<file path="src/rtl/turing_add_seq.sv">
// Sequencer for the unary-addition tape machine: owns the symbol tape, walks the head
// one cell per clock to merge the two unary operands, then counts the A cells.
module turing_add_seq #(
    parameter int TAPE_LEN  = 19,
    parameter int IDX_W     = 5,
    parameter int RESULT_W  = 32,
    parameter int MAX_STEPS = 64
) (
    input  logic                clk,
    input  logic                rst_n,
    input  logic                load_en,
    input  logic [IDX_W-1:0]    load_addr,
    input  logic [1:0]          load_sym,
    input  logic                start,
    input  logic [IDX_W-1:0]    start_idx,
    output logic                busy,
    output logic                done,
    output logic                error,
    output logic [RESULT_W-1:0] result,
    output logic [IDX_W-1:0]    head_pos,
    output logic [7:0]          step_count
);

    localparam logic [1:0]       SYM_A     = 2'b00;
    localparam logic [1:0]       SYM_ADD   = 2'b01;
    localparam logic [1:0]       SYM_BLANK = 2'b10;
    localparam logic [IDX_W:0]   LEN_X     = (IDX_W+1)'(TAPE_LEN);
    localparam logic [IDX_W-1:0] LAST      = IDX_W'(TAPE_LEN-1);
    localparam logic [8:0]       MAX_S     = 9'(MAX_STEPS);
    localparam int               CNT_W     = $clog2(TAPE_LEN+1);

    typedef enum logic [2:0] {IDLE, SCAN, SEEK_END, ERASE, COUNT, DONE, ERR} state_t;

    state_t                          state_q, state_d;
    logic [TAPE_LEN-1:0][1:0]        tape_q;
    logic [IDX_W-1:0]                head_q, head_d;
    logic [7:0]                      steps_q, steps_d, steps_inc;
    logic [RESULT_W-1:0]             result_q, result_d;
    logic                            wr_en;
    logic [IDX_W-1:0]                wr_addr;
    logic [1:0]                      wr_sym;
    logic [1:0]                      cur_sym;
    logic [CNT_W-1:0]                a_cnt;
    logic                            at_last, at_first, wd_hit;

    assign cur_sym   = tape_q[head_q];
    assign at_last   = (head_q == LAST);
    assign at_first  = (head_q == '0);
    assign steps_inc = (steps_q == 8'hFF) ? steps_q : steps_q + 8'd1;
    assign wd_hit    = ({1'b0, steps_inc} >= MAX_S);

    always_comb begin
        a_cnt = '0;
        for (int i = 0; i < TAPE_LEN; i++)
            if (tape_q[i] == SYM_A) a_cnt = a_cnt + CNT_W'(1);
    end

    always_ff @(posedge clk) begin
        if (!rst_n) begin
            state_q  <= IDLE;
            tape_q   <= {TAPE_LEN{SYM_BLANK}};
            head_q   <= '0;
            steps_q  <= '0;
            result_q <= '0;
        end else begin
            state_q  <= state_d;
            head_q   <= head_d;
            steps_q  <= steps_d;
            result_q <= result_d;
            if (wr_en) tape_q[wr_addr] <= wr_sym;
        end
    end

    always_comb begin
        state_d  = state_q;
        head_d   = head_q;
        steps_d  = steps_q;
        result_d = result_q;
        wr_en    = 1'b0;
        wr_addr  = head_q;
        wr_sym   = SYM_A;
        case (state_q)
            IDLE, DONE, ERR: begin
                // A load in the same cycle as start wins; the start is dropped.
                if (load_en) begin
                    if ({1'b0, load_addr} < LEN_X) begin
                        wr_en   = 1'b1;
                        wr_addr = load_addr;
                        wr_sym  = load_sym;
                    end
                end else if (start) begin
                    steps_d  = '0;
                    result_d = '0;
                    if ({1'b0, start_idx} < LEN_X) begin
                        head_d  = start_idx;
                        state_d = SCAN;
                    end else begin
                        state_d = ERR;
                    end
                end
            end
            SCAN: begin
                steps_d = steps_inc;
                if (wd_hit) state_d = ERR;
                else begin
                    case (cur_sym)
                        SYM_A:     if (at_last) state_d = ERR; else head_d = head_q + IDX_W'(1);
                        SYM_ADD: begin
                            if (at_last) state_d = ERR;
                            else begin
                                wr_en   = 1'b1;
                                wr_sym  = SYM_A;
                                head_d  = head_q + IDX_W'(1);
                                state_d = SEEK_END;
                            end
                        end
                        SYM_BLANK: state_d = COUNT;
                        default:   state_d = ERR;
                    endcase
                end
            end
            SEEK_END: begin
                steps_d = steps_inc;
                if (wd_hit) state_d = ERR;
                else begin
                    case (cur_sym)
                        SYM_A:     if (at_last) state_d = ERR; else head_d = head_q + IDX_W'(1);
                        SYM_BLANK: begin
                            if (at_first) state_d = ERR;
                            else begin
                                head_d  = head_q - IDX_W'(1);
                                state_d = ERASE;
                            end
                        end
                        default:   state_d = ERR;
                    endcase
                end
            end
            ERASE: begin
                steps_d = steps_inc;
                if (wd_hit || cur_sym != SYM_A) state_d = ERR;
                else begin
                    wr_en   = 1'b1;
                    wr_sym  = SYM_BLANK;
                    state_d = COUNT;
                end
            end
            COUNT: begin
                result_d = RESULT_W'(a_cnt);
                state_d  = DONE;
            end
            default: state_d = IDLE;
        endcase
        if (state_d == ERR) result_d = '0;
    end

    always_comb begin
        busy  = 1'b0;
        done  = 1'b0;
        error = 1'b0;
        case (state_q)
            SCAN, SEEK_END, ERASE, COUNT: busy = 1'b1;
            DONE:                         done = 1'b1;
            ERR: begin
                done  = 1'b1;
                error = 1'b1;
            end
            default: ;
        endcase
    end

    assign result     = result_q;
    assign head_pos   = head_q;
    assign step_count = steps_q;

endmodule

</file>
<file path="config.mk">
export PLATFORM = sky130hd
export DESIGN_NAME = turing_add_seq
export DESIGN_NICKNAME = d
export VERILOG_FILES = /design/src/rtl/turing_add_seq.sv
export SDC_FILE = /design/constraint.sdc
export NUM_CORES = 1
export LEC_CHECK = 0
export CORE_MARGIN = 2
export CORE_UTILIZATION = 45
export CTS_CLUSTER_DIAMETER = 100
export DETAILED_ROUTE_END_ITERATION = 7
export PLACE_DENSITY = 0.77
export REMOVE_ABC_BUFFERS = 1
export SETUP_SLACK_MARGIN = 0.05
export SLEW_MARGIN = 15
export SYNTH_ARGS = -nofsm -noshare
export SYNTH_HDL_FRONTEND = slang
export SYNTH_SLANG_ARGS = --single-unit
</file>
<file path="constraint.sdc">
create_clock -name clk -period 8.4 [get_ports clk]
set_clock_uncertainty 0.15 [all_clocks]
set_input_delay 0.84 -clock clk [delete_from_list [all_inputs] [get_ports clk]]
set_output_delay 0.84 -clock clk [all_outputs]
set_load 0.05 [all_outputs]
</file>
# After elaboration in Yosys (flattened, before gate mapping)
# Index checks and enable logic that the tools add are counted.
[op_classes]
n_addsub = 21
n_lt_le_gt_ge = 6
n_eq_ne = 19
muxes = 70
n_bitwise = 1
n_reduce_logical = 37
[op_table]
columns = ["op", "count"]
rows = [
  ["5-bit 2-to-1 mux", 29],
  ["5-bit by 1-bit adder with 5-bit output (second input constant)", 19],
  ["32-bit 2-to-1 mux", 2],
  ["32-bit case mux with 2 select lines", 1],
  ["2-bit zero test", 20],
  ["38-bit bitwise mux", 1],
  ["3-bit 2-to-1 mux", 8],
  ["8-bit 2-to-1 mux", 3],
  ["8-bit case mux with 2 select lines", 1],
  ["3-bit case mux with 5 select lines", 1],
  ["5-bit case mux with 3 select lines", 1],
  ["3-bit == test (second input constant)", 4],
  ["5-bit by 6-bit less-than comparator with 1-bit output (second input constant)", 2],
  ["2-bit 2-to-1 mux", 6],
  ["2-bit != test (second input constant)", 6],
  ["2-bit binary-select mux with 5-bit select", 1],
  ["2-bit demux with 5-bit select", 1],
  ["5-bit less-than comparator (second input constant)", 2],
  ["1-bit 2-to-1 mux", 10],
  ["5-bit case mux with 2 select lines", 1],
  ["3-bit case mux with 3 select lines", 1],
  ["9-bit AND reduction", 1],
  ["8-bit by 1-bit adder with 8-bit output (second input constant)", 1],
  ["8-bit == test (second input constant)", 1],
  ["24 further kinds", 31],
]
[word_totals]
reg_bits = 86
input_bits = 16
out_inout_bits = 48
wordCells = 177

# Longest topological paths before layout
[logic_depth]
ltp_word = 39
mapped_depth = 49
ltp_nobuf = 49

# Worst setup path before layout
# Ideal clock, no wire load.
[synth_path]
path_kind = "register to register"
start = "register tape_q[0] (netlist bit)"
end = "register result_q[1], in the netlist result[1]"
setup_ns = 0.125
arrival_ns = 8.689
required_ns = 8.125
slack_ns = -0.564
stages_incl_launch_ff = 49
n_path_buf = 0
synth_period_minus_slack_ns = 8.964
path_cell_list = "dfxtp_1 -> or2_2 -> ha_1 -> inv_1 -> xnor2_1 -> ha_1 -> nor3_1 -> or3_1 -> nand2_1 -> a21oi_1 -> ha_1 -> mux2i_1 -> o31ai_1 -> xor2_1 -> nand2_1 -> o21ai_0 -> ha_1 -> a2bb2oi_1 -> (+13 left out) -> xnor2_1 -> o31ai_1 -> ha_1 -> nor3_1 -> nor2_1 -> o31ai_1 -> xor2_1 -> a21oi_1 -> ha_1 -> xnor2_1 -> a22oi_1 -> o31a_2 -> ha_1 -> mux2_2 -> ha_1 -> or3_1 -> o211ai_1 -> a21boi_0"
[synth_via]
elab_chain_len = 39
elab_cells_between_ends = 54
cone_classes = "18 x add/sub; 3 x eq/ne; 28 x mux; 5 x reduce/logical"
[synth_rtl]
columns = ["item", "line", "rtl"]
rows = [
  ["start: declaration", "35", "logic [TAPE_LEN-1:0][1:0] tape_q;"],
  ["start signal: assignment", "61", "tape_q <= {TAPE_LEN{SYM_BLANK}};"],
  ["start signal: indexed assignment", "70", "if (wr_en) tape_q[wr_addr] <= wr_sym;"],
  ["2-bit zero test", "55", "if (tape_q[i] == SYM_A) a_cnt = a_cnt + CNT_W'(1);"],
  ["1-bit 2-to-1 mux", "55", ""],
  ["5-bit by 1-bit adder with 5-bit output", "55", ""],
  ["5-bit 2-to-1 mux", "55", ""],
  ["5-bit by 1-bit adder with 5-bit output", "55", ""],
  ["5-bit 2-to-1 mux", "55", ""],
  ["5-bit by 1-bit adder with 5-bit output", "55", ""],
  ["5-bit 2-to-1 mux", "55", ""],
  ["(+23 left out)", "-", ""],
  ["5-bit 2-to-1 mux", "55", ""],
  ["5-bit by 1-bit adder with 5-bit output", "55", ""],
  ["5-bit 2-to-1 mux", "55", ""],
  ["5-bit by 1-bit adder with 5-bit output", "55", ""],
  ["5-bit 2-to-1 mux", "55", ""],
  ["5-bit by 1-bit adder with 5-bit output", "55", ""],
  ["5-bit 2-to-1 mux", "55", ""],
  ["32-bit case mux with 2 select lines", "82", "case (state_q)"],
  ["end signal: assignment", "69", "result_q <= result_d;"],
  ["end: declaration", "38", "logic [RESULT_W-1:0] result_q, result_d;"],
]
# Parallel ways exist; a longest one is shown, timed or not. The select of a mux whose other input is x is not followed.
# A chain may end at the register's enable or synchronous reset.

# Worst setup path in the final report
[layout_path]
start = "register tape_q[2] (netlist bit)"
end = "register result_q[3], in the netlist result[3]"
[layout_via]
elab_chain_len = 37
elab_cells_between_ends = 52
cone_classes = "17 x add/sub; 3 x eq/ne; 27 x mux; 5 x reduce/logical"
[layout_rtl]
columns = ["item", "line"]
rows = [
  ["2-bit zero test", "55"],
  ["5-bit 2-to-1 mux", "55"],
  ["5-bit by 1-bit adder with 5-bit output", "55"],
  ["5-bit 2-to-1 mux", "55"],
  ["5-bit by 1-bit adder with 5-bit output", "55"],
  ["5-bit 2-to-1 mux", "55"],
  ["5-bit by 1-bit adder with 5-bit output", "55"],
  ["5-bit 2-to-1 mux", "55"],
  ["(+21 left out)", "-"],
  ["5-bit 2-to-1 mux", "55"],
  ["5-bit by 1-bit adder with 5-bit output", "55"],
  ["5-bit 2-to-1 mux", "55"],
  ["5-bit by 1-bit adder with 5-bit output", "55"],
  ["5-bit 2-to-1 mux", "55"],
  ["5-bit by 1-bit adder with 5-bit output", "55"],
  ["5-bit 2-to-1 mux", "55"],
  ["32-bit case mux with 2 select lines", "82"],
]
# Parallel ways exist; a longest one is shown, timed or not. The select of a mux whose other input is x is not followed.

==> key figures <==
Clock tree
  • CTS H-tree depth: 3
  • Root Driver: clkbuf_16
  • TritonCTS clock tree: yes
  • Clock latency on the worst-skew pair: roughly 0.34 ns
  • Worst-case clock buffer depth: 2
  • CTS sink count: 59
  • CTS buffer count: 9
  • Clock Pin Slew Worst Setup and Hold Paths: around 0.050 ns

Setup path
  • Worst Path Buf+Inv: 5
  • Crit. End Element: register
  • Worst Setup Path Type: reg2reg
  • CP Launch Type: register
  • CP max FO: 4
  • WP data arrival: 9.12 ns
  • Worst path most repeated cell: ha_4
  • CP top delay family: compound AO/OA/AOI/OAI gates
  • Critical path required time: ~8.5 ns
  • Worst stage delay on the critical path: ~0.44 ns
  • Critical path's slowest cell: xnor3_1

Detailed routing
  • Post-DR wirelength/cell: roughly 16 um
  • DR pass1 iterations: 5
  • Initial DRC count: 460
  • Vias: between 6000 and 7000
  • Vias/cell: between 5 and 6
  • DRT Wirelength: between 15 and 20 mm
  • Drt drc: 0
  • Post-route ant nets: 0

Yosys
  • Top FF cell, synth: dfxtp_1
  • Synth unique cells: 85
  • Sequential share of the synthesized area: 19.0%
  • Netlist Area Pre-Place: 0.00622 sq mm
  • Synthesis Warnings: 0
  • Synth Register Bits: 59
  • Async SR Flop Fraction: 0%
  • Cells after synthesis: approximately 800
  • Post-synth EDFFs: 0
  • Synth Area per Inst: 7.96 sq um

Pwr
  • Leakage power: between 0.003 and 0.004 uW
  • Sw Share: about 44%
  • Seq pwr share: a little under a fifth
  • Pint: 1120 uW
  • Switch Pwr: approximately 880 uW
  • Worst VDD drop: roughly 160 uV
  • Comb pwr share: 59.7%
  • Clock share of power: 21.5%
  • Pwr Density: ~250 mW/mm^2

Status
  • Status: finished, violations left
  • Failing checks: negative setup slack

Job
  • Max cap viols: 0

Global route
  • Tot GR Track Use: between 20% and 30%
  • Initial antenna violation count: 0
  • Number of global-route vias before repair: 5755
  • Largest net degree at the start of global routing: 35
  • First-pass GRT wire length: about 27 mm
  • GRT overflow: 0

Finish
  • Fillers: 1145
  • Share of layout cells above drive strength 1: between 20% and 30%
  • Finished Layout Cells: between 1000 and 1500
  • Most frequent cells in the layout: buf_4 (91), nand2_1 (75), nor2_1 (72)
  • Fin area: roughly 0.008 sq mm
  • Commonest non-fill, non-tap cell in the layout: buf_4
  • Reg area: about 0.0012 sq mm
  • Layout Utilization: around 60%
  • Diodes inserted: 0
  • Final Net Count: 929
  • Syn-to-layout area delta: 28.3%
  • Area taken by multi-input logic gates: slightly above 0.005 sq mm

STA
  • Final setup violation count: 4
  • Final hold viol count: 0
  • Relative slew slack: 46.4%
  • Hold slack: 0.319 ns
  • Fin crit period: about 9 ns
  • Final worst-path cycle share: 108%
  • Final count of pins violating max slew: 0
  • Setup WS post-layout: -0.644 ns
  • RSZ-0062 raised after global routing: true
  • Slew at the pin closest to its max-slew limit: between 0.8 and 0.9 ns
  • Fmax achieved: 111 MHz

Placement
  • Detail Placement HPWL: approximately 11 mm
  • Dpl cells: a little over 1000
  • Gp weighted congestion: roughly 0.86
  • Number of port buffers: 36
  • DP Area: approximately 0.0070 sq mm
  • Pre-CTS WS: -0.946 ns

Floorplanning
  • IO Pins: 64
  • Num rows: 42
  • Die area: between 0.01 and 0.015 sq mm
  • Core area: roughly 0.013 sq mm
  • Initial Util: 46.6%
  • Die Wd: 122 um
  • Die Ht: approximately 120 um

Hold path
  • HP Class: reg2reg
final timing paths:
check / endpoint / startpoint / cells after the start / slack [ns]
setup / recovery: result[3] / tape_q[2] / 48 / -0.64
hold / removal: result[1] / result[1] / 2 / 0.32
setup reg to reg: result[3] / tape_q[2] / 48 / -0.64
hold reg to reg: result[1] / result[1] / 2 / 0.32
metal layers:
| metal | GRT usage (%) | wire length, um | vias up |
|---|---|---|---|
| li1 | - | - | 3001 |
| met1 | 29.0 | 7490 | 2877 |
| met2 | 38.6 | 8340 | 208 |
| met3 | 3.93 | 744 | 25 |
| met4 | 6.11 | 215 | 0 |
| met5 | 0 | 0 | - |
registers in the layout (all words and copies together) (netlist names):
register,count
result,5
tape_q,38
step_count,8
head_pos,5
state_q,3
power groups by stage:
| stage | registers, uW | logic [uW] | clock network (uW) |
|---|---|---|---|
| 2_1_floorplan | 433 | 664 | 0 |
| 3_5_place_dp | 381 | 1010 | 0 |
| 5_1_grt | 386 | 1300 | 442 |
| 6_report | 377 | 1190 | 429 |
| 4_1_cts | 376 | 1100 | 432 |
| 3_3_place_gp | 380 | 993 | 0 |
timing repair:
item / in CTS / in global routing
setup endpoints to repair: 4 / 4
hold buffers: 0 / 0
resized for setup: 36 / 38
pin swaps: 40 / 45
buffers inserted: 25 / 7
stage by stage:
stage	total power [uW]	setup TNS [ns]
after CTS	1900	-2.50
after detailed placement	1390	-3.06
final	2000	-2.37
after global routing	2130	-3.84
after global placement	1370	-2.05
after floorplan	1100	-1.85
tightest hold or removal path, delay by kind of cell (launching register included):
family             cells  cell delay [ns]
DFF                    1             0.31
and+or+nand+nor        1             0.06
AOI/OAI and AO/OA      1             0.05
synth_stat cells (all sizes together), types with 22 or more instances:
cell,n,area share [%]
dfxtp,59,19
xnor2,45,7.6
xor2,24,4.1
o21ai,48,3.9
nand2,77,4.6
a21oi,44,3.5
nand3,29,2.3
nor2,80,5.1
or2,22,2.2
clkbuf,27,2.0
mux2i,46,7.4
nor3,26,2.3
buf,30,3.6
cell families after synthesis:
family	count (synthesis)	share of synthesized area, %
AND/OR/NAND/NOR	322	26.6
AO/OA/AOI/OAI	171	17.6
XOR/XNOR	78	15.1
buffers and inverters	72	6.49
flip-flops	59	19.0
multiplexers	58	11.1
adder cells (fa/ha/maj)	21	4.18
other	1	0.0603
cell type report:
cell class | instances | area share (%)
Clock buffer | 12 | 3.09
Clock inverter | 4 | 1.22
Inverter | 15 | 0.737
Multi-Input combinational cell | 677 | 63.7
Sequential cell | 59 | 14.8
Tap cell | 176 | 2.76
Timing Repair Buffer | 131 | 13.6
No activity file was read; power rests on OpenSTA's default activity.
==> patch: new RTL, same settings <==
Encoding of `state_t`: now one-hot (7 bits for 7 states).
--- a/src/rtl/turing_add_seq.sv
+++ b/src/rtl/turing_add_seq.sv
@@ -31,3 +31,3 @@
 
-    typedef enum logic [2:0] {IDLE, SCAN, SEEK_END, ERASE, COUNT, DONE, ERR} state_t;
+    typedef enum logic [6:0] {IDLE = 7'b0000001, SCAN = 7'b0000010, SEEK_END = 7'b0000100, ERASE = 7'b0001000, COUNT = 7'b0010000, DONE = 7'b0100000, ERR = 7'b1000000} state_t;
 
Formal check against the unedited RTL: same outputs for any inputs over 4 cycles, from zero or initial values and one cycle with rst_n low; so few cycles prove little.
==> patch against the original RTL <==
The flow still finishes with violations (setup timing); total power shrank 27%; sequential cell count grew 4; routed wire length grew 9.7%; hold slack lost 0.010 ns; area after synthesis grew 1.4%; cell area grew 4.4%; worst setup slack lost 0.62 ns; final cell count grew 3.6%; critical endpoint is now result[4]$_SDFFE_PP0P_; largest power group unchanged; highest routed layer unchanged.
==> patch: results (changes against the original RTL) <==
Setup path
  • Reg2Reg Depth: 51 (was 48)
  • Cell family with most CP delay: compound AO/OA/AOI/OAI gates (unchanged)
  • Slowest cell delay on critical path: 0.54 ns (was 0.44 ns)
  • Reg-to-reg endpoint: result[4]$_SDFFE_PP0P_ (was result[3]$_SDFFE_PP0P_)
  • Crit path to: result[4]$_SDFFE_PP0P_ (was result[3]$_SDFFE_PP0P_)
  • Slowest cell on crit path: or4_4 (was xnor3_1)
  • Crit path DAT: 9.79 ns (was 9.12 ns)
  • Max Fanout on Critical Path: 3 (was 4)

Place
  • Post-placement setup slack: -1.36 ns (was -0.946 ns)
  • DP Wirelength: 12000 um (was 11400 um)
  • Post-DP Area: 7290 um2 (was 7030 um2)
  • Routability cong.: 0.896 (was 0.863)

Global routing
  • Vias in the first global route: 6102 (was 5755)
  • Largest net degree at the start of global routing: 50 (was 35)
  • Initial antenna violation count: 0 (unchanged)
  • GR Util All Layers: 0.238 (was 0.224)
  • First-pass GRT wire length: 29200 um (was 27200 um)

Synthesis
  • Post-synthesis sequential area ratio: 0.200 (was 0.190)
  • Top post-synthesis cells by area: dfxtp_1, mux2i_1, xnor2_1 (unchanged)
  • Commonest cells in the netlist: nor2_1, nand2_1, dfxtp_1 (was nand2_1, nor2_1, dfxtp_1)
  • YS warnings: 0 (unchanged)

Cells and area
  • Fillers: 1137 (was 1145)
  • Layout cells sized above 1: 0.268 (was 0.252)
  • Area Growth Syn to Fin: 32.1% (was 28.3%)
  • ANT cells: 0 (unchanged)
  • Final #Nets: 964 (was 929)

Run status
  • Failing checks: setup timing (unchanged)
  • Status: finished with violations (unchanged)

Power and ir drop
  • VDD IR max: 0.0000952 V (was 0.000159 V)
  • Switching Share: 0.416 (was 0.440)
  • Leakage: 0.00342 uW (was 0.00327 uW)

Timing
  • Slew @ Worst Pin: 1.03 ns (was 0.802 ns)
  • TNS Setup: -4.20 ns (was -2.37 ns)
  • Final setup fails: 4 (unchanged)
  • Setup ws final: -1.27 ns (was -0.644 ns)
  • Hold Slack: 0.308 ns (was 0.319 ns)

Drt
  • DR WL/cell: 16.5 um (was 15.6 um)
  • DRT iter0 DRCs: 606 (was 460)
  • Via/cell ratio: 5.74 (was 5.69)

Min path
  • Endpoint, Worst Hold: result[3]$_SDFFE_PP0P_ (was result[1]$_SDFFE_PP0P_)
  • Hold Crit Start: result[3]$_SDFFE_PP0P_ (was result[1]$_SDFFE_PP0P_)
patch: cell types whose count changed in the layout (fill, tap and decap cells not counted), moves of 7 or more:
cell / delta
a21oi_1: -15
buf_4: +22
nand3_1: -7
nor2b_1: +12
o21ai_0: -13
or2_2: -13
patch: layer usage:
| layer | up-vias | share of wire | GRT usage |
|---|---|---|---|
| li1 | 3077 | - | - |
| met1 | 3053 | 0.42 | 0.294 |
| met2 | 218 | 0.51 | 0.431 |
| met3 | 40 | 0.048 | 0.0218 |
| met4 | 0 | 0.020 | 0.0783 |
| met5 | - | 0 | 0 |
patch: what timing repair did:
item / CTS / global route
resized for setup: 55 / 35
buffers inserted: 27 / 13
pin swaps: 32 / 36
hold buffers: 0 / 0
setup endpoints to repair: 4 / 4
patch: metrics by stage:
| step | std cells | util |
|---|---|---|
| floorplan | 760 | - |
| global placement | 1057 | 0.530 |
| detailed placement | 1057 | 0.530 |
| CTS | 1100 | 0.584 |
| global route | 1113 | 0.605 |
| finish | 1113 | 0.605 |
patch: cells by family after synthesis:
group,synth area share
AND/OR/NAND/NOR,0.271
AO/OA/AOI/OAI,0.169
XOR/XNOR,0.141
buffers and inverters,0.0641
flip-flops,0.200
multiplexers,0.113
adder cells (fa/ha/maj),0.0413
other,0.000594
patch: cell type report:
class / instances / area (um2) / share of cell area
multi-input cells: 678 / 5170 / 0.620
clock inverters: 6 / 45.0 / 0.00541
clock buffers: 10 / 239 / 0.0287
inverters: 19 / 73.8 / 0.00886
repair buffers: 157 / 1320 / 0.158
well taps: 180 / 225 / 0.0270
flip-flops and latches: 63 / 1260 / 0.152
patch: power groups by stage:
stage	clock network, uW	logic [uW]	registers [uW]
CTS	352	669	369
global route	367	797	376
global placement	0	603	373
floorplan	0	401	394
finish	353	742	370
detailed placement	0	612	375
